`config.mk`:
```
export PLATFORM = sky130hd
export DESIGN_NAME = addsub_arbiter
export DESIGN_NICKNAME = d
export VERILOG_FILES = /design/src/rtl/addsub_arbiter.sv
export SDC_FILE = /design/constraint.sdc
export NUM_CORES = 1
export LEC_CHECK = 0
export CORE_MARGIN = 5
export CORE_UTILIZATION = 38
export CTS_CLUSTER_DIAMETER = 40
export DETAILED_ROUTE_END_ITERATION = 16
export PLACE_DENSITY = 0.84
export SLEW_MARGIN = 0
export SYNTH_ARGS = -nofsm -noshare
export SYNTH_HDL_FRONTEND = slang
export SYNTH_SLANG_ARGS = --single-unit
```
`constraint.sdc`:
```
create_clock -name clock -period 1.9 [get_ports clock]
set_clock_uncertainty 0.05 [all_clocks]
set_input_delay 0.19 -clock clock [delete_from_list [all_inputs] [get_ports clock]]
set_output_delay 0.19 -clock clock [all_outputs]
set_load 0.01 [all_outputs]
```
`src/rtl/addsub_arbiter.sv`:
```
// Round-robin arbiter/sequencer granting two requesters access to a shared 16-bit add/sub unit.
// Latency: handshake at t, ISSUE at t+1, respN_valid at t+2; one op in flight, 1 op per 3 cycles peak.
// Backpressure: reqN_ready only in IDLE; a stalled response holds RESP and blocks all new requests.
module addsub_arbiter #(
    parameter int WIDTH = 16,
    parameter int CNT_W = 8
) (
    input  logic             clock,
    input  logic             reset_n,
    input  logic             req0_valid,
    input  logic             req1_valid,
    output logic             req0_ready,
    output logic             req1_ready,
    input  logic [WIDTH-1:0] req0_a,
    input  logic [WIDTH-1:0] req1_a,
    input  logic [WIDTH-1:0] req0_b,
    input  logic [WIDTH-1:0] req1_b,
    input  logic             req0_sub,
    input  logic             req1_sub,
    output logic             resp0_valid,
    output logic             resp1_valid,
    input  logic             resp0_ready,
    input  logic             resp1_ready,
    output logic [WIDTH-1:0] resp_result,
    output logic             resp_overflow,
    output logic [WIDTH-1:0] adder_a,
    output logic [WIDTH-1:0] adder_b,
    output logic             adder_sub,
    input  logic [WIDTH-1:0] adder_result,
    input  logic             adder_overflow,
    input  logic             stat_clear,
    output logic [CNT_W-1:0] ovf_count,
    output logic             busy
);

    typedef enum logic [1:0] {
        IDLE  = 2'd0,
        ISSUE = 2'd1,
        RESP  = 2'd2
    } state_t;

    state_t state;
    state_t stateNext;
    logic   rr;
    logic   owner;
    logic   grantCh;
    logic   reqFire;
    logic   respFire;
    logic   ovfSat;

    // Single requester wins outright; on contention the rr pointer decides.
    assign grantCh = (req0_valid && req1_valid) ? rr : req1_valid;
    assign ovfSat  = (ovf_count == {CNT_W{1'b1}});

    always_comb begin
        stateNext   = state;
        req0_ready  = 1'b0;
        req1_ready  = 1'b0;
        resp0_valid = 1'b0;
        resp1_valid = 1'b0;
        reqFire     = 1'b0;
        respFire    = 1'b0;
        busy        = (state != IDLE);
        case (state)
            IDLE: begin
                req0_ready = req0_valid && !grantCh;
                req1_ready = req1_valid && grantCh;
                reqFire    = req0_valid || req1_valid;
                if (reqFire) begin
                    stateNext = ISSUE;
                end
            end
            ISSUE: begin
                stateNext = RESP;
            end
            RESP: begin
                resp0_valid = !owner;
                resp1_valid = owner;
                respFire    = owner ? resp1_ready : resp0_ready;
                if (respFire) begin
                    stateNext = IDLE;
                end
            end
            default: begin
                stateNext = IDLE;
            end
        endcase
    end

    always_ff @(posedge clock) begin
        if (!reset_n) begin
            state         <= IDLE;
            rr            <= 1'b0;
            owner         <= 1'b0;
            adder_a       <= '0;
            adder_b       <= '0;
            adder_sub     <= 1'b0;
            resp_result   <= '0;
            resp_overflow <= 1'b0;
        end else begin
            state <= stateNext;
            if (reqFire) begin
                adder_a   <= grantCh ? req1_a : req0_a;
                adder_b   <= grantCh ? req1_b : req0_b;
                adder_sub <= grantCh ? req1_sub : req0_sub;
                owner     <= grantCh;
                rr        <= !grantCh;
            end
            // The unit's outputs are only meaningful while ISSUE holds its operands.
            if (state == ISSUE) begin
                resp_result   <= adder_result;
                resp_overflow <= adder_overflow;
            end
        end
    end

    // A clear coinciding with an overflowing op leaves that op counted.
    always_ff @(posedge clock) begin
        if (!reset_n) begin
            ovf_count <= '0;
        end else if (state == ISSUE && adder_overflow) begin
            if (stat_clear) begin
                ovf_count <= CNT_W'(1);
            end else if (!ovfSat) begin
                ovf_count <= ovf_count + CNT_W'(1);
            end
        end else if (stat_clear) begin
            ovf_count <= '0;
        end
    end

endmodule
```
==> results.yml <==
pwr:
  pwr-share-comb_pct: 23.3
  fin_total_pwr_uw: 3663
  power.sequential.fraction_pct: 40.2
  total_switching_power_uw: 904.5
  power.leakage_uw: 0.001788
  vdd_ir_drop_max_mv: 0.4593
  power_switching_share_pct: 24.69
  clkPwrFrac_pct: 36.5
  power.density_cell_area_mw_per_mm2: 805.0
  p_int_uw: 2759
setup_path:
  timing.rr.start: "ovf_count[0]"
  worst-setup-path-type: "in -> out"
  crit_path_max_incr_delay_ns: 0.60
  critical_path.cell_chain: "clkdlybuf4s50_1 -> o211a_1 -> clkdlybuf4s50_1"
  r2r_end: "ovf_count[0]"
  critical-path-top-cell-by-count: "sky130_fd_sc_hd__clkdlybuf4s50_1"
  register_to_register_setup_slack_ns: 0.27
  timing.critical_path.required_ns: 1.66
  critical_path.slowest_cell: "sky130_fd_sc_hd__clkdlybuf4s50_1"
  crit_arrival_ns: 1.57
  cp_max_fo: 5
  endpoint_kind: "output pin"
  r2r_worst_path_depth: 5
  critPathLaunchType: "input port"
  setup.worst_path.start: "req1_valid"
finish:
  fin_nets: 537
  diodes: 0
  final_cell_area_mm2: 0.004551
  area.sequential_mm2: 0.001241
  nFillCells: 577
  multiInputGateArea_mm2: 0.001294
  layout-drive-gt1-share_pct: 7.982
  area_overhead_of_the_layout_relative_to_synthesis_pct: 71.96
global_route:
  grt-ovfl-total: 0
  grt_max_degree: 44
  grt_antenna_before_repair: 0
  grt_pass1_wl_um: 12800
  first_global_vias: 2747
  gr-usage-all-layers_pct: 18.32
synthesis:
  total_standard_cell_area_after_synthesis_mm2: 0.002646
  avgSynthCellArea_um2: 9.063
  synthCells: 292
  synth_seq_cells: 62
  synth-seq-area-share_pct: 46.90
  yosysWarnings: 0
  post_synth_num_cell_types: 46
  synth.net_count: 383
hold_path:
  worst_hold_path_type: "in -> reg"
  worstHoldStart: "adder_result[7]"
  holdPathStages: 3
  min_delay_worst_endpoint: "resp_result[7]"
die:
  placementRows: 30
  top_level_ports: 153
  die_h_um: 93.45
  floorplan.initialDensity_pct: 38.95
  dieWidth_um: 93.45
  fp.coreArea_mm2: 0.006794
  dieArea_mm2: 0.008733
timing:
  finalSetupViolations: 0
  max_freq_mhz: 551.3
  layout_worst_path_cycle_share_pct: 95.48
  final.setup.tns_ns: 0
  grt_setup_unrepaired: "no"
  tightest_pin_transition_ns: 0.5118
  relSlewSlack_pct: 65.88
  count_of_endpoints_failing_hold_in_the_final_timing_report: 0
  finalMaxSlewViolations: 0
  layout_min_cycle_time_ns: 1.814
clocking:
  clkSlewWorstSetupHoldPaths_ns: 0.07
  cts_tree: "yes"
  ctsRootBufferMaster: "sky130_fd_sc_hd__clkbuf_8"
  htree_num_levels: 3
  clock-sinks: 62
  worst_skew_pair.late_latency_ns: 0.32
  cts_buffers: 9
  clock_tree.buffer_depth: 2
drt:
  num_vias: 2700
  detail_route.wl_per_cell_um: 14.65
  postRouteWirelength_um: 8013
  drcViolationCount: 0
  dr_pass1_iterations: 4
  detail_route.vias_per_cell: 4.936
  ant_nets: 0
  initialDrtViolationCount: 72
status:
  outcome: "finished clean"
place:
  placement.cell_area_mm2: 0.004315
  place.gp.congestion: 0.7425
  buffers_on_ports: 152
  estimated_wirelength_of_the_detail_placed_design_um: 6169
flow_run:
  maxCapViolCount: 0
sequential cells by signal, indices dropped and copies added, names as in the netlist:
register	flops
adder_a	16
adder_b	16
resp_result	16
ovf_count	8
state	2
adder_sub	1
owner	1
resp_overflow	1
rr	1
worst max-delay path: cells and delay by family:
family | cells | cell delay, ns
AO/OA/AOI/OAI | 1 | 0.22
buffers and inverters | 2 | 1.17
layout make-up:
class                      instances  area share [%]
clock buffer                      13           3.712
sequential                        62           27.28
clock inverter                     3           1.430
tap                               96           2.640
inverter                           5          0.4124
multi-input combinational        205           28.43
timing repair buffer             163           36.10
how the worst max path moves through the flow:
stage | cells after the start | endpoint
after floorplan | 5 | ovf_count[3]
after global placement | 3 | req0_ready
after detailed placement | 3 | req0_ready
after CTS | 3 | resp0_valid
after global routing | 3 | req1_ready
final | 3 | req1_ready
per-layer routing:
layer / vias up / wire length, µm / GRT usage [%]
li1: 1339 / - / -
met1: 1247 / 3187 / 20.00
met2: 104 / 3960 / 32.16
met3: 10 / 740 / 7.080
met4: 0 / 125 / 6.349
met5: - / 0 / 0
timing repair:
action | 4_1_cts | 5_1_grt
pin swaps | 0 | 0
resized for setup | 1 | 1
endpoints found under the setup margin | 1 | 1
gates cloned | 0 | 0
hold buffers | 0 | 0
buffers inserted | 0 | 0
cell usage after synthesis, drive strengths merged:
master	count	area, µm²
a31o	1	8.760
nor2	7	36.29
a21boi	29	217.7
nand4	1	6.260
nor3	3	15.01
o211ai	2	15.01
and3b	2	22.52
dfxtp	62	1241
a22oi	12	90.09
and3	1	6.260
a31oi	2	12.51
nand3b	2	15.01
nand2	46	172.7
or3	1	6.260
buf	10	58.80
xor2	1	8.760
o21ai	25	128.9
o21bai	1	7.510
o211a	1	10.01
nand2b	1	6.260
or2b	1	8.760
and2b	1	7.510
nor2b	3	18.77
mux2i	23	230.2
and4b	2	20.02
a21oi	25	125.1
o21a	1	7.510
nand3	5	25.02
clkbuf	10	37.54
and2	1	6.260
inv	5	18.76
ha	1	12.51
nor3b	1	7.510
a211oi	2	27.53
or4	1	7.510
per-stage QoR:
step                      hold WS [ns]  instances  worst slack [ns]  utilization, %
after CTS                       0.3602        547           0.06498           66.94
final                           0.3682        547           0.08596           66.98
after global routing            0.3712        547          0.002766           66.98
after global placement          0.3877        531           0.04332           63.52
after floorplan                 0.2748        292            0.3897               -
after detailed placement        0.3952        531           0.04217           63.52
logic make-up after synthesis:
family          after synthesis  share of synthesized area, %
mux                          23                         8.700
buf+inv                      25                         4.349
xor+xnor                      1                        0.3310
simple gates                 79                         14.66
fa+ha+maj                     1                        0.4727
compound gates              101                         24.59
flops                        62                         46.90
cell usage in the layout (no fill, tap or decap), drive strengths merged, types with 11 or more instances in the layout:
master and count:
clkdlybuf4s50 150, dfxtp 62, nand2 46, a21boi 29
a21oi 25, o21ai 25, mux2i 23, clkbuf 13
a22oi 12, buf 11
power groups by stage:
| stage | Clock (µW) | Combinational, µW | Sequential (µW) |
|---|---|---|---|
| floorplan | 0 | 295 | 1550 |
| finish | 1340 | 853 | 1470 |
| CTS | 1370 | 867 | 1470 |
| global route | 1440 | 920 | 1490 |
| global placement | 0 | 843 | 1500 |
| detailed placement | 0 | 865 | 1500 |
Power figures use the tool's default switching activity.
